### src/rtl/sparam_pkg.sv
// Shared types and helpers for the S-parameter ratio engine.
// Lane widths here are the engine defaults; the top-level width parameters default to them.
package sparam_pkg;

    localparam int unsigned DEF_MAG_W  = 16;
    localparam int unsigned DEF_PH_W   = 16;
    localparam int unsigned DEF_FRAC_W = 8;
    localparam int unsigned DEF_QW     = DEF_MAG_W + DEF_FRAC_W;

    // One polar lane: phase in the upper bits, magnitude in the lower bits.
    typedef struct packed {
        logic [DEF_PH_W-1:0]  ph;
        logic [DEF_MAG_W-1:0] mag;
    } lane_t;

    typedef enum logic [1:0] {
        StIdle,
        StLoad,
        StDiv,
        StOut
    } state_e;

    // Phase is a fraction of a turn, so plain modular subtraction is the correct wrap.
    function automatic logic [DEF_PH_W-1:0] phase_sub(input logic [DEF_PH_W-1:0] b_ph,
                                                      input logic [DEF_PH_W-1:0] a_ph);
        return b_ph - a_ph;
    endfunction

    // Clamp a QW-bit quotient to the MAG_W-bit output magnitude.
    function automatic logic [DEF_MAG_W-1:0] saturate(input logic [DEF_QW-1:0] q);
        logic [DEF_MAG_W-1:0] r;
        if (|q[DEF_QW-1:DEF_MAG_W]) begin
            r = '1;
        end else begin
            r = q[DEF_MAG_W-1:0];
        end
        return r;
    endfunction

endpackage

### src/rtl/sparam_serial_div.sv
// Restoring serial divider: one quotient bit per cycle, start/done handshake.
// A zero divisor skips the iteration and reports done on the following cycle with divzero_o set.
module sparam_serial_div #(
    parameter int unsigned QW    = 24,
    parameter int unsigned MAG_W = 16
) (
    input  logic             clk_i,
    input  logic             rst_ni,
    input  logic             start_i,
    input  logic [QW-1:0]    dividend_i,
    input  logic [MAG_W-1:0] divisor_i,
    output logic             done_o,
    output logic [QW-1:0]    quot_o,
    output logic             divzero_o
);

    localparam int unsigned CNT_W = $clog2(QW + 1);

    logic [QW-1:0]    quot_q;
    logic [MAG_W-1:0] rem_q;
    logic [MAG_W-1:0] den_q;
    logic [CNT_W-1:0] cnt_q;
    logic             busy_q;
    logic             done_q;
    logic             dz_q;

    logic [MAG_W:0]   shifted;
    logic [MAG_W:0]   trial;

    // Trial subtraction of the divisor from the partial remainder with the next dividend bit.
    always_comb begin
        shifted = {rem_q, quot_q[QW-1]};
        trial   = shifted - {1'b0, den_q};
    end

    // Iteration state; done is a one-cycle pulse one cycle after the last quotient bit.
    always_ff @(posedge clk_i or negedge rst_ni) begin
        if (!rst_ni) begin
            quot_q <= '0;
            rem_q  <= '0;
            den_q  <= '0;
            cnt_q  <= '0;
            busy_q <= 1'b0;
            done_q <= 1'b0;
            dz_q   <= 1'b0;
        end else begin
            done_q <= 1'b0;
            if (start_i) begin
                if (divisor_i == '0) begin
                    dz_q   <= 1'b1;
                    done_q <= 1'b1;
                    busy_q <= 1'b0;
                    quot_q <= '0;
                end else begin
                    dz_q   <= 1'b0;
                    rem_q  <= '0;
                    quot_q <= dividend_i;
                    den_q  <= divisor_i;
                    cnt_q  <= CNT_W'(QW);
                    busy_q <= 1'b1;
                end
            end else if (busy_q) begin
                if (cnt_q != '0) begin
                    cnt_q <= cnt_q - CNT_W'(1);
                    // No borrow means the divisor fits: keep the difference, quotient bit 1.
                    if (!trial[MAG_W]) begin
                        rem_q  <= trial[MAG_W-1:0];
                        quot_q <= {quot_q[QW-2:0], 1'b1};
                    end else begin
                        rem_q  <= shifted[MAG_W-1:0];
                        quot_q <= {quot_q[QW-2:0], 1'b0};
                    end
                end else begin
                    done_q <= 1'b1;
                    busy_q <= 1'b0;
                end
            end
        end
    end

    assign done_o    = done_q;
    assign quot_o    = quot_q;
    assign divzero_o = dz_q;

endmodule

### src/rtl/sparam_ratio_engine.sv
// S-parameter ratio engine: joins one a-beat and one b-beat, then emits every S_ji = b_j / a_i
// in ascending k = j*NPORTS + i order through a shared serial divider.
// Optional feature macro: SPARAM_DIVZERO_FLAG_EN adds a divide-by-zero MSB to m00_axis_tuser and a
// sticky divzero_seen_o output.
module sparam_ratio_engine
    import sparam_pkg::*;
#(
    parameter int unsigned NPORTS = 2,
    parameter int unsigned MAG_W  = DEF_MAG_W,
    parameter int unsigned PH_W   = DEF_PH_W,
    parameter int unsigned FRAC_W = DEF_FRAC_W,
    localparam int unsigned LANE_W = PH_W + MAG_W,
    localparam int unsigned IDX_W  = (NPORTS > 1) ? $clog2(NPORTS) : 1,
    localparam int unsigned QW     = MAG_W + FRAC_W,
`ifdef SPARAM_DIVZERO_FLAG_EN
    localparam int unsigned TUSER_W = 2 * IDX_W + 1
`else
    localparam int unsigned TUSER_W = 2 * IDX_W
`endif
) (
    input  logic                     s00_axis_aclk,
    input  logic                     s00_axis_aresetn,
    input  logic [NPORTS*LANE_W-1:0] s00_axis_tdata,
    input  logic                     s00_axis_tvalid,
    input  logic                     s00_axis_tlast,
    output logic                     s00_axis_tready,
    input  logic [NPORTS*LANE_W-1:0] s01_axis_tdata,
    input  logic                     s01_axis_tvalid,
    output logic                     s01_axis_tready,
    output logic [LANE_W-1:0]        m00_axis_tdata,
    output logic [TUSER_W-1:0]       m00_axis_tuser,
    output logic                     m00_axis_tvalid,
    output logic                     m00_axis_tlast,
    input  logic                     m00_axis_tready
`ifdef SPARAM_DIVZERO_FLAG_EN
    ,
    output logic                     divzero_seen_o
`endif
);

    localparam logic [IDX_W-1:0] LAST_IDX = IDX_W'(NPORTS - 1);

    state_e            state_q;
    lane_t             a_q [NPORTS];
    lane_t             b_q [NPORTS];
    logic              last_q;
    // j_q/i_q together form k = j*NPORTS + i; keeping them split avoids a divide by NPORTS.
    logic [IDX_W-1:0]  j_q;
    logic [IDX_W-1:0]  i_q;
    logic [LANE_W-1:0] tdata_q;
    logic [TUSER_W-1:0] tuser_q;
    logic              tvalid_q;
    logic              tlast_q;
`ifdef SPARAM_DIVZERO_FLAG_EN
    logic              divzero_seen_q;
`endif

    logic              join_fire;
    logic              last_elem;
    logic              div_start;
    logic              div_done;
    logic              div_dz;
    logic [QW-1:0]     div_quot;
    logic [QW-1:0]     dividend;
    lane_t             a_sel;
    lane_t             b_sel;
    lane_t             result;

    // Both streams move together, only from IDLE; the reset gate keeps tready low while in reset.
    assign join_fire       = (state_q == StIdle) & s00_axis_tvalid & s01_axis_tvalid
                             & s00_axis_aresetn;
    assign s00_axis_tready = join_fire;
    assign s01_axis_tready = join_fire;

    assign last_elem = (j_q == LAST_IDX) && (i_q == LAST_IDX);
    assign a_sel     = a_q[i_q];
    assign b_sel     = b_q[j_q];
    assign dividend  = {b_sel.mag, {FRAC_W{1'b0}}};
    assign div_start = (state_q == StLoad);

    sparam_serial_div #(
        .QW    (QW),
        .MAG_W (MAG_W)
    ) u_div (
        .clk_i      (s00_axis_aclk),
        .rst_ni     (s00_axis_aresetn),
        .start_i    (div_start),
        .dividend_i (dividend),
        .divisor_i  (a_sel.mag),
        .done_o     (div_done),
        .quot_o     (div_quot),
        .divzero_o  (div_dz)
    );

    // Element value: zero divisor forces full-scale magnitude and zero phase.
    always_comb begin
        result = '0;
        if (div_dz) begin
            result.ph  = '0;
            result.mag = '1;
        end else begin
            result.ph  = phase_sub(b_sel.ph, a_sel.ph);
            result.mag = saturate(div_quot);
        end
    end

    // Control FSM with lane latch, element index and registered m00 outputs.
    always_ff @(posedge s00_axis_aclk or negedge s00_axis_aresetn) begin
        if (!s00_axis_aresetn) begin
            state_q  <= StIdle;
            last_q   <= 1'b0;
            j_q      <= '0;
            i_q      <= '0;
            tdata_q  <= '0;
            tuser_q  <= '0;
            tvalid_q <= 1'b0;
            tlast_q  <= 1'b0;
            for (int p = 0; p < NPORTS; p++) begin
                a_q[p] <= '0;
                b_q[p] <= '0;
            end
`ifdef SPARAM_DIVZERO_FLAG_EN
            divzero_seen_q <= 1'b0;
`endif
        end else begin
            unique case (state_q)
                StIdle: begin
                    if (join_fire) begin
                        for (int p = 0; p < NPORTS; p++) begin
                            a_q[p] <= s00_axis_tdata[p*LANE_W +: LANE_W];
                            b_q[p] <= s01_axis_tdata[p*LANE_W +: LANE_W];
                        end
                        last_q  <= s00_axis_tlast;
                        j_q     <= '0;
                        i_q     <= '0;
                        state_q <= StLoad;
                    end
                end
                StLoad: begin
                    state_q <= StDiv;
                end
                StDiv: begin
                    if (div_done) begin
                        tdata_q  <= result;
`ifdef SPARAM_DIVZERO_FLAG_EN
                        tuser_q  <= {div_dz, j_q, i_q};
                        if (div_dz) begin
                            divzero_seen_q <= 1'b1;
                        end
`else
                        tuser_q  <= {j_q, i_q};
`endif
                        tvalid_q <= 1'b1;
                        tlast_q  <= last_q & last_elem;
                        state_q  <= StOut;
                    end
                end
                StOut: begin
                    if (m00_axis_tready) begin
                        tvalid_q <= 1'b0;
                        if (last_elem) begin
                            state_q <= StIdle;
                        end else begin
                            if (i_q == LAST_IDX) begin
                                i_q <= '0;
                                j_q <= j_q + IDX_W'(1);
                            end else begin
                                i_q <= i_q + IDX_W'(1);
                            end
                            state_q <= StLoad;
                        end
                    end
                end
                default: begin
                    state_q <= StIdle;
                end
            endcase
        end
    end

    assign m00_axis_tdata  = tdata_q;
    assign m00_axis_tuser  = tuser_q;
    assign m00_axis_tvalid = tvalid_q;
    assign m00_axis_tlast  = tlast_q;
`ifdef SPARAM_DIVZERO_FLAG_EN
    assign divzero_seen_o  = divzero_seen_q;
`endif

endmodule

### config.mk
export PLATFORM = sky130hd
export DESIGN_NAME = sparam_ratio_engine
export DESIGN_NICKNAME = d
export VERILOG_FILES = /design/src/rtl/sparam_pkg.sv /design/src/rtl/sparam_serial_div.sv /design/src/rtl/sparam_ratio_engine.sv
export SDC_FILE = /design/constraint.sdc
export NUM_CORES = 1
export LEC_CHECK = 0
export ABC_AREA = 1
export BUFFER_PORTS_ARGS = -buffer_cell sky130_fd_sc_hd__buf_2
export CAP_MARGIN = 0
export CORE_MARGIN = 10
export CORE_UTILIZATION = 62
export CTS_BUF_LIST = sky130_fd_sc_hd__clkbuf_4 sky130_fd_sc_hd__clkbuf_8 sky130_fd_sc_hd__clkbuf_16
export CTS_CLUSTER_DIAMETER = 80
export DETAILED_ROUTE_END_ITERATION = 10
export PLACE_DENSITY_LB_ADDON = 0.15
export REMOVE_ABC_BUFFERS = 1
export SETUP_SLACK_MARGIN = 0.1
export SYNTH_ARGS = -nofsm -noshare
export SYNTH_HDL_FRONTEND = slang
export SYNTH_SLANG_ARGS = --single-unit
export TNS_END_PERCENT = 5
### constraint.sdc
create_clock -name s00_axis_aclk -period 6.4 [get_ports s00_axis_aclk]
set_clock_uncertainty 0.15 [all_clocks]
set_input_delay 1.28 -clock s00_axis_aclk [delete_from_list [all_inputs] [get_ports s00_axis_aclk]]
set_output_delay 1.28 -clock s00_axis_aclk [all_outputs]
set_load 0.01 [all_outputs]
Word-level counts from Yosys, hierarchy flattened
Cells that the tools add are included.
- bits in registers: 233
- input port bits: 134
- output and inout port bits: 38
- word-level logic and storage cells: 111
- $add $sub $neg: 5
- magnitude comparators: 2
- eq/ne operators: 9
- muxes and demuxes: 47
- bitwise logic cells: 7
- reductions and logical operators: 18
- operators with widths (kind ; count):
    2-to-1 mux 32 bit ; 7
    2-to-1 mux 16 bit ; 6
    2-to-1 mux 24 bit ; 4
    2-to-1 mux 5 bit ; 4
    2-to-1 mux 1 bit ; 19
    subtractor 17 x 16 -> 17 bit ; 1
    zero test 16 bit ; 1
    subtractor 16 bit ; 1
    != test 2 bit (second input constant) ; 5
    AND reduction 3 bit ; 3
    one-hot mux 2 bit (4 select lines) ; 1
    AND reduction 2 bit ; 4
    nonzero test 2 bit ; 4
    OR reduction 8 bit ; 1
    2-to-1 mux 2 bit ; 3
    one-hot mux 1 bit (2 select lines) ; 3
    AND reduction 5 bit ; 1
    nonzero test 5 bit ; 1
    subtractor 5 x 1 -> 5 bit (second input constant) ; 1
    bitwise AND 1 bit ; 4
    equality test 2 bit (second input constant) ; 2
    greater-or-equal comparator 2 bit (second input constant) ; 2
    NOT 1 -> 2 bit ; 2
    AND reduction 4 bit ; 1
    other kinds (6) ; 7

Longest topological paths before layout
Gate-level depths: netlist of run 1.
- depth after elaboration: 7
- mapped depth: 17
- gate-level depth less buffers: 15

Hierarchy
A second synthesis of run 1 with hierarchy kept.
- cells, all modules: 1643
- area total of the unflattened synthesis: 12602.1 µm²
- by module, submodules not included (module ; instances ; cells an instance ; area an instance (µm²) ; sequential area each (µm²)):
    sparam_ratio_engine ; 1 ; 1051 ; 8277.9 ; 4229.1
    sparam_serial_div ; 1 ; 592 ; 4324.1 ; 1601.5

Worst setup path before layout of run 1
Ideal clock, no wire load.
- kind: input-to-output
- start point: input s00_axis_aresetn
- end point: output s01_axis_tready
- arrival: 2.342 ns
- data required time: 4.970 ns
- setup slack: 2.628 ns
- cell stages on the path: 5
- path buffers: 3
- cell sequence: nand4_1 -> inv_1 -> clkbuf_1 -> clkbuf_1 -> buf_4
- cells in the longest elaborated chain, start to end: 1
- ends and longest elaborated chain (element ; RTL line ; text):
    start, declared ; sparam_ratio_engine.sv:22 ; input logic s00_axis_aresetn,
    bitwise AND 1 bit ; sparam_ratio_engine.sv:71 ; & s00_axis_aresetn;
    end, declared ; sparam_ratio_engine.sv:29 ; output logic s01_axis_tready,
No other way between the ends.

Worst setup path in the final report of run 1
- start point: input s00_axis_aresetn
- end point: output s00_axis_tready
- cells in the longest elaborated chain, start to end: 1
- ends and longest elaborated chain (element ; RTL line ; text):
    bitwise AND 1 bit ; sparam_ratio_engine.sv:71 ;
    end, declared ; sparam_ratio_engine.sv:26 ; output logic s00_axis_tready,
No other way between the ends.

==> out/results.ini, run 1 <==
[clock_network]
clockBufferDepth = 3
clock_sinks = 233
cts_tree = built
cts_inserted_buffers = 25
cts_setup_buffers = 0
cts_resized = 0
hold_buffers = 0
cts_root_buf = clkbuf_16
clock_latency_ns = 0.52
clkTransAtPathRegs_ns = 0.05
htree_levels = 1

[power]
combPwrFrac = 0.499
p_clk_frac = 0.190
sw_frac_of_total = 0.444
pwr_density_cell_nw_per_um2 = 612
total_power_mw = 8.40
ir_drop_mv = 0.331
p_int_mw = 4.67
power_leakage_nw = 7.27
switchingPower_mw = 3.73
pwr-share-seq = 0.311

[routing]
wl_per_cell_um = 15.7
first_pass_iters = 5
drt_iter0_drc = 693
route.detailed.drc = 0
finalWirelength_mm = 30.6
vias = 10630
viasPerCell = 5.45
ant_nets = 0

[grt]
grt_usage = 0.247
grt_pass1_vias = 10584
grt_pass1_wl_mm = 50.7
grt_max_degree = 102
grt_overflow = 0
antenna_found_initial = 2

[final_layout]
multi_input_area_um2 = 5050
drive_gt1_frac = 0.137
stdcell_area_um2 = 13700
num-fill-cells = 1531
synthToLayoutAreaGrowth_pct = 15.5
final_nets = 1868
finalNonFillerCells = 1949
seqCellArea_um2 = 5830

[floorplan]
initial_core_util = 0.633
dieHeight_um = 158
fp.dieW_um = 158
dieArea_um2 = 25100
rows = 50
coreArea_um2 = 18800
io_pins = 172

[synthesis]
ys_dominant_reg_cell = dfrtp_1
ys_seq_area_frac = 0.490
synth_top_area_share = 0.490
ys_warn_count = 0
syn_avg_cell_area_um2 = 7.62
yosysMostFrequentCell = nand2_1
postSynthCellCount = 1561
ys_top_cells_by_area = dfrtp_1 49%, nand2_1 17%, o21ai_0 7.1%
synth_commonest_cells = 549 x nand2_1, 233 x dfrtp_1, 183 x inv_1
synth-seq-cells = 233
async_flop_share = 1.00
yosys.area.top_type = dfrtp_1
synth.cell_area_um2 = 11900
synthDistinctLibCells = 36
synth-edff-count = 0

[timing]
maxClockFrequency_ghz = 0.218
slew_headroom = 0.406
min_period_ns = 4.58
worst_pin_slew_ns = 0.886
timing.final.hold_violations = 0
rsz0062_at_grt = no
finalSetupViolCount = 0
final_max_slew_viol_count = 0
period_share = 0.715

[worst_hold_path]
min_from = a_q[55]
holdPathStages = 2
hold_end = a_q[55]
hp-class = flip-flop to flip-flop

[setup_path]
r2r-end = m00_axis_tdata[19]
path_class = input pin to output port
worst-path-buf-inv = 4
reg2reg_depth = 8
timing.rr.start = state_q[0]
startpoint_type = input pin
worstSetupStartpoint = s00_axis_aresetn
r2r_slack_ns = 2.55
cpPeakStageDelay_ns = 0.65
end_kind = output port
crit_path_top_delay_cell = buf_4
required_ns = 4.97
cp_top_family = buffers and inverters
critical_path.cell_chain = buf_8 -> nand4_1 -> buf_4 -> inv_6 -> buf_2
cp_max_fo = 101
cp_data_arrival_time_ns = 3.15

[place]
dp.cells = 1902
routabilityCongestion = 0.909
dp_hpwl_mm = 20.8
placed_area_um2 = 12800
port_buffers = 171

[outcome]
status = finished, final reports clean

[job]
maxCapViolations = 0

per-layer routing:
| layer | track usage | up-vias | wire [um] |
|---|---|---|---|
| met5 | 0 | - | 0 |
| met4 | 0.0904 | 0 | 1050 |
| met3 | 0.0416 | 61 | 1850 |
| met2 | 0.407 | 333 | 14500 |
| met1 | 0.321 | 5006 | 13200 |
| li1 | - | 5230 | - |
placed cells by master (no fill, tap or decap), types with 7 or more instances in the layout:
cell and n:
o21ai_1 12, buf_2 170, o21ai_0 169, nand4_1 10, dfrtp_1 231, nand2_1 549, a31oi_1 8, o22ai_1 8
xnor2_1 7, nor2_1 57, inv_1 182, buf_4 9, ha_1 37, a21oi_1 73, clkbuf_16 25, nand3_1 102
flip-flops by register name (all words and copies together), names as in the netlist:
| name | cells |
|---|---|
| u_div.divzero_o | 1 |
| a_q | 64 |
| u_div.busy_q | 1 |
| b_q | 64 |
| m00_axis_tdata | 32 |
| m00_axis_tlast | 1 |
| j_q | 1 |
| u_div.cnt_q | 5 |
| u_div.rem_q | 16 |
| m00_axis_tuser | 2 |
| m00_axis_tvalid | 1 |
| u_div.done_o | 1 |
| u_div.quot_o | 24 |
| u_div.den_q | 16 |
| i_q | 1 |
| state_q | 2 |
| last_q | 1 |
power groups by stage:
stage	combinational (mW)	clock, mW	sequential [mW]
after CTS	4.17	1.61	2.61
final	4.19	1.59	2.62
after global routing	4.81	1.68	2.70
after detailed placement	4.11	0	2.62
after global placement	3.99	0	2.59
after floorplan	2.96	0	2.60
through the flow:
step / util / worst slack (ns) / TNS (ns) / hold slack (ns)
global route: 0.732 / 1.65 / 0 / 0.343
detailed placement: 0.682 / 1.86 / 0 / 0.310
finish: 0.732 / 1.82 / 0 / 0.321
CTS: 0.731 / 1.86 / 0 / 0.325
floorplan: - / -0.946 / -8.31 / 0.294
global placement: 0.682 / 1.92 / 0 / 0.307
worst min-delay path: stages, from the launching register on:
cell and delay, ns:
dfrtp_1 0.33, nand2_1 0.05, nand2_1 0.05
worst max-delay path by stage:
stage                      end  cells past startpoint
4_1_cts        s00_axis_tready                      5
2_1_floorplan  s00_axis_tready                      2
5_1_grt        s01_axis_tready                      5
3_3_place_gp   s01_axis_tready                      5
6_report       s00_axis_tready                      5
3_5_place_dp   s00_axis_tready                      5
cell type report:
class	instances	area share
Sequential cell	233	0.425
Multi-Input combinational cell	1071	0.368
Timing Repair Buffer	180	0.0680
Clock buffer	35	0.0533
Inverter	184	0.0507
Tap cell	234	0.0213
Clock inverter	10	0.0136
Antenna cell	2	0.000365
kinds of logic (layout without fill, tap and decap cells):
| family | after synthesis | in the layout | synth area share |
|---|---|---|---|
| xor+xnor | 9 | 9 | 0.00663 |
| simple gates | 737 | 737 | 0.250 |
| mux | 1 | 1 | 0.000947 |
| buf+inv | 257 | 409 | 0.0847 |
| compound gates | 285 | 285 | 0.125 |
| fa+ha+maj | 39 | 39 | 0.0423 |
| flops | 233 | 233 | 0.490 |
| other cells | 0 | 2 | 0 |
No activity file was read; power rests on OpenSTA's default activity.
==> run 2, diff against run 1 <==
CORE_UTILIZATION = 58   (was 62)
clock period = 4.7 ns   (was 6.4 ns; I/O delays follow)
==> out/results.ini, run 2 (synthesized netlist as in run 1, its figures left out) <==
[outcome]
status = finished, final reports clean  ; unchanged

[setup_path]
end_kind = flip-flop  ; was output port
crit_path_top_delay_cell = dfrtp_2  ; was buf_4
cpMostUsedCell = nand2_1
worstSetupStartpoint = i_q  ; was s00_axis_aresetn
cpPeakStageDelay_ns = 1.08  ; was 0.65 ns
path_class = flip-flop to flip-flop  ; was input pin to output port
required_ns = 4.97  ; about the same
timing.rr.start = i_q  ; was state_q[0]
critical_path.cell_chain = o21ai_0 -> ha_1 -> inv_1 -> fa_1 -> nand3_1 -> nand2_1 -> nand2_1 -> o21ai_0 -> nand2_1 -> nand2_1 -> nand2_1 -> nand3_1 -> nand2_1  ; was buf_8 -> nand4_1 -> buf_4 -> inv_6 -> buf_2
startpoint_type = flip-flop  ; was input pin
cp_max_fo = 68  ; was 101
cp_data_arrival_time_ns = 3.50  ; was 3.15 ns

[clock_network]
cts_resized = 0  ; unchanged
clockBufferDepth = 3  ; unchanged
cts_inserted_buffers = 25  ; unchanged
cts_root_buf = clkbuf_16  ; unchanged
clock_sinks = 233  ; unchanged
clkTransAtPathRegs_ns = 0.06  ; was 0.05 ns
htree_levels = 1  ; unchanged
cts_tree = built  ; unchanged
clock_latency_ns = 0.53  ; was 0.52 ns
hold_buffers = 0  ; unchanged
cts_setup_buffers = 0  ; unchanged

[final_layout]
multi_input_area_um2 = 5050  ; unchanged
final_nets = 1867  ; was 1868
layout_commonest_cell = nand2_1  ; unchanged
drive_gt1_frac = 0.136  ; was 0.137
seqCellArea_um2 = 5830  ; unchanged
antenna_cells = 0  ; was 2
num-fill-cells = 1796  ; was 1531
final_cell_mix = 549 x nand2_1, 231 x dfrtp_1, 182 x inv_1  ; unchanged
synthToLayoutAreaGrowth_pct = 15.3  ; was 15.5%

[routing]
wl_per_cell_um = 14.9  ; was 15.7 um
vias = 10406  ; was 10630
first_pass_iters = 5  ; unchanged
viasPerCell = 5.26  ; was 5.45
route.detailed.drc = 0  ; unchanged
drt_iter0_drc = 756  ; was 693
ant_nets = 0  ; unchanged
finalWirelength_mm = 29.6  ; was 30.6 mm

[timing]
slew_headroom = 0.270  ; was 0.406
final_max_slew_viol_count = 0  ; unchanged
min_period_ns = 3.23
finalSetupViolCount = 0  ; unchanged
maxClockFrequency_ghz = 0.310
setup_tns_ns = 0  ; unchanged
worst_pin_slew_ns = 1.09  ; was 0.886 ns
period_share = 0.687
rsz0062_at_grt = no  ; unchanged
timing.hold.ws_ns = 0.241  ; was 0.321 ns
timing.final.hold_violations = 0  ; unchanged

[power]
pwr_density_cell_nw_per_um2 = 817  ; was 612 nW/um^2
power_leakage_nw = 7.23  ; was 7.27 nW
ir_drop_mv = 0.359  ; was 0.331 mV
total_power_mw = 11.2  ; was 8.40 mW

[floorplan]
fp.dieW_um = 163  ; was 158 um
io_pins = 172  ; unchanged
coreArea_um2 = 20200  ; was 18800 um^2
rows = 52  ; was 50
dieHeight_um = 163  ; was 158 um
dieArea_um2 = 26600  ; was 25100 um^2
initial_core_util = 0.589  ; was 0.633

[place]
dp_hpwl_mm = 20.6  ; was 20.8 mm
port_buffers = 171  ; unchanged
routabilityCongestion = 0.896  ; was 0.909

[job]
maxCapViolations = 0  ; unchanged

[grt]
grt_usage = 0.222  ; was 0.247
grt_pass1_vias = 10424  ; was 10584
grt_pass1_wl_mm = 49.7  ; was 50.7 mm
antenna_found_initial = 0  ; was 2
grt_overflow = 0  ; unchanged
grt_max_degree = 189  ; was 102

[worst_hold_path]
hp-class = input pin to async pin  ; was flip-flop to flip-flop

run 2: cell count changes in the layout (fill, tap and decap cells not counted), sizes merged:
| cell | previous run | this run |
|---|---|---|
| bufinv | 5 | 2 |
| buf | 180 | 179 |
| inv | 184 | 185 |
| diode | 2 | 0 |
| clkinv | 5 | 4 |
| clkbuf | 35 | 36 |
run 2: cell type report:
type,count,area share
well taps,270,0.0246
inverters,184,0.0508
flip-flops and latches,233,0.426
clock buffers,36,0.0553
repair buffers,179,0.0685
clock inverters,7,0.00675
multi-input cells,1071,0.369
run 2: critical path, delay by kind of cell, from the launching register on:
kind | cells | cell delay (ns)
flops | 1 | 1.08
compound gates | 2 | 0.68
buf+inv | 1 | 0.08
fa+ha+maj | 2 | 0.46
simple gates | 8 | 0.66
run 2: path summary, 6_finish.rpt:
kind	cells after the start	end	slack [ns]
min reg2reg	2	a_q[53]	0.32
min in group s00_axis_aclk	2	a_q[53]	0.32
min	1	a_q[37]	0.24
max in group asynchronous	2	u_div.cnt_q[3]	2.89
max	13	m00_axis_tdata[30]	1.47
max reg2reg	13	m00_axis_tdata[30]	1.47
run 2: per-stage QoR:
step           instance area [um^2]  setup slack, ns   util  std cells
3_3_place_gp                  12900             1.57  0.637       1937
2_1_floorplan                 11600            -1.97      -       1488
6_report                      13700             1.47  0.680       1980
3_5_place_dp                  12900             1.48  0.637       1937
4_1_cts                       13700             1.45  0.680       1980
5_1_grt                       13700             1.15  0.680       1980
run 2: layer usage:
metal | global-route usage | share of wire | routed length [um]
met1 | 0.296 | 0.44 | 12900
met2 | 0.366 | 0.47 | 14000
met3 | 0.0355 | 0.063 | 1870
met4 | 0.0643 | 0.024 | 703
met5 | 0 | 0 | 0
run 2: power by group:
part           internal, mW  leakage [nW]  total, mW  switching (mW)
Combinational          2.00          3.98       5.57            3.57
Sequential             2.99          2.83       3.62           0.632
Clock                  1.23         0.428       2.01           0.786
==> run 3, diff against run 2 <==
clock period = 3.1 ns   (was 4.7 ns; I/O delays follow)
==> out/results.ini, run 3 (synthesized netlist as in run 1, its figures left out) <==
[timing]
timing.hold.ws_ns = 0.0234  ; was 0.241 ns
maxClockFrequency_ghz = 0.373  ; was 0.310 GHz
timing.final.hold_violations = 0  ; unchanged
setup_tns_ns = 0  ; unchanged
rsz0062_at_grt = no  ; unchanged
finalWorstSetupSlack_ns = 0.418  ; was 1.47 ns
period_share = 0.865  ; was 0.687
min_period_ns = 2.68  ; was 3.23 ns
worst_pin_slew_ns = 0.827  ; was 1.09 ns
slew_headroom = 0.447  ; was 0.270
finalSetupViolCount = 0  ; unchanged
final_max_slew_viol_count = 0  ; unchanged

[power]
power_leakage_nw = 7.33  ; was 7.23 nW
p_clk_frac = 0.187  ; was 0.179
combPwrFrac = 0.499  ; was 0.497
pwr_density_cell_nw_per_um2 = 1250  ; was 817 nW/um^2
p_int_mw = 9.67  ; was 6.21 mW
sw_frac_of_total = 0.443  ; was 0.446
total_power_mw = 17.4  ; was 11.2 mW
switchingPower_mw = 7.69  ; was 4.99 mW
pwr-share-seq = 0.314  ; was 0.323
ir_drop_mv = 0.699  ; was 0.359 mV

[clock_network]
cts_root_buf = clkbuf_16  ; unchanged
clkTransAtPathRegs_ns = 0.06  ; about the same
htree_levels = 1  ; unchanged
cts_inserted_buffers = 26  ; was 25
clockBufferDepth = 3  ; unchanged
cts_tree = built  ; unchanged
hold_buffers = 0  ; unchanged
clock_latency_ns = 0.54  ; was 0.53 ns
clock_sinks = 233  ; unchanged

[place]
port_buffers = 171  ; unchanged
routabilityCongestion = 0.905  ; was 0.896
dp_slack_ns = 0.456  ; was 1.48 ns
dp_hpwl_mm = 21.4  ; was 20.6 mm
dp.cells = 1949  ; was 1937

[routing]
drt_iter0_drc = 693  ; was 756
first_pass_iters = 8  ; was 5
route.detailed.drc = 0  ; unchanged
wl_per_cell_um = 15.1  ; was 14.9 um
viasPerCell = 5.26  ; about the same
ant_nets = 0  ; unchanged
finalWirelength_mm = 30.1  ; was 29.6 mm
vias = 10486  ; was 10406

[final_layout]
synthToLayoutAreaGrowth_pct = 16.9  ; was 15.3%
final_nets = 1880  ; was 1867
finalNonFillerCells = 1994  ; was 1980
antenna_cells = 0  ; unchanged
drive_gt1_frac = 0.143  ; was 0.136
layout_commonest_cell = nand2_1  ; unchanged
final_cell_mix = 549 x nand2_1, 231 x dfrtp_1, 182 x inv_1  ; unchanged

[setup_path]
startpoint_type = flip-flop  ; unchanged
cp.depth = 10  ; was 13
worstSetupEndpoint = u_div.cnt_q[1]  ; was m00_axis_tdata[30]
cp_max_fo = 26  ; was 68
r2r-end = u_div.cnt_q[1]  ; was m00_axis_tdata[30]
cp_data_arrival_time_ns = 2.92  ; was 3.50 ns
crit_path_top_delay_cell = clkinv_1  ; was dfrtp_2
cp_top_family = buffers and inverters  ; was flip-flops
critical_path.cell_chain = inv_1 -> ha_1 -> nand3_1 -> nand2_1 -> buf_4 -> nor2_1 -> buf_4 -> clkinv_1 -> nand3_1 -> o21ai_0  ; was o21ai_0 -> ha_1 -> inv_1 -> fa_1 -> nand3_1 -> nand2_1 -> nand2_1 -> o21ai_0 -> nand2_1 -> nand2_1 -> nand2_1 -> nand3_1 -> nand2_1
reg2reg_depth = 10  ; was 13
worst-path-buf-inv = 4  ; was 1
r2r_slack_ns = 0.42  ; was 1.47 ns
end_kind = flip-flop  ; unchanged
timing.rr.start = u_div.cnt_q[1]  ; was i_q
worstSetupStartpoint = u_div.cnt_q[1]  ; was i_q
cpPeakStageDelay_ns = 0.65  ; was 1.08 ns
required_ns = 3.33  ; was 4.97 ns
path_class = flip-flop to flip-flop  ; unchanged

[floorplan]
coreArea_um2 = 20200  ; unchanged
dieArea_um2 = 26600  ; unchanged
dieHeight_um = 163  ; unchanged
initial_core_util = 0.589  ; unchanged
io_pins = 172  ; unchanged
fp.dieW_um = 163  ; unchanged
rows = 52  ; unchanged

[grt]
grt_overflow = 0  ; unchanged
grt_max_degree = 140  ; was 189
grt_pass1_wl_mm = 50.1  ; was 49.7 mm
grt_pass1_vias = 10406  ; was 10424
grt_usage = 0.225  ; was 0.222
antenna_found_initial = 0  ; unchanged

[outcome]
status = finished, final reports clean  ; unchanged

[worst_hold_path]
hp-class = input pin to async pin  ; unchanged

[job]
maxCapViolations = 0  ; unchanged

## run 3: changes by cell type in the layout (fill, tap and decap cells not counted), sizes merged
cell / before / now
inv: 185 / 184
clkbuf: 36 / 33
clkinvlp: 0 / 1
bufinv: 2 / 4
clkinv: 4 / 7
buf: 179 / 191
## run 3: layer usage
layer,up-vias,track usage,routed length (um)
li1,5268,-,-
met1,4845,0.293,13100
met4,0,0.0627,739
met5,-,0,0
met2,321,0.380,14500
met3,52,0.0375,1830
## run 3: layout make-up
cell class | instances | area (um^2)
multi-input cells | 1071 | 5050
fillers | 1726 | 6270
inverters | 184 | 696
clock buffers | 33 | 734
flip-flops and latches | 233 | 5840
repair buffers | 191 | 1070
clock inverters | 12 | 178
well taps | 270 | 338
## run 3: worst register-to-register path, cell delays in order, from the launching register on
cell	delay (ns)
dfrtp_1	0.38
inv_1	0.08
ha_1	0.20
nand3_1	0.08
nand2_1	0.05
buf_4	0.19
nor2_1	0.10
buf_4	0.25
clkinv_1	0.65
nand3_1	0.28
o21ai_0	0.12
## run 3: power by group through the flow
| stage | Combinational, mW | Sequential [mW] | Clock, mW |
|---|---|---|---|
| detailed placement | 8.53 | 5.47 | 0 |
| floorplan | 6.11 | 5.37 | 0 |
| finish | 8.66 | 5.45 | 3.25 |
| global placement | 8.34 | 5.42 | 0 |
| CTS | 8.64 | 5.44 | 3.30 |
| global route | 9.97 | 5.62 | 3.42 |
## run 3: how the worst min path moves through the flow
stage / start / to
floorplan: s00_axis_aresetn / a_q[0]
global placement: a_q[32] / a_q[32]
detailed placement: a_q[44] / a_q[44]
CTS: s00_axis_aresetn / m00_axis_tdata[26]
global route: s00_axis_aresetn / j_q
finish: s00_axis_aresetn / j_q
## run 3: stage by stage
step	cell area, um^2	util
final	13900	0.689
after global routing	13900	0.689
after CTS	13900	0.689
after detailed placement	13000	0.644
after floorplan	11600	-
after global placement	13000	0.644
## run 3: timing repair
| action | 4_1_cts | 5_1_grt |
|---|---|---|
| setup endpoints to repair | 0 | 1 |
| hold endpoints to repair | 0 | 0 |
| setup buffers | 0 | 0 |
| gates resized for setup | 0 | 1 |
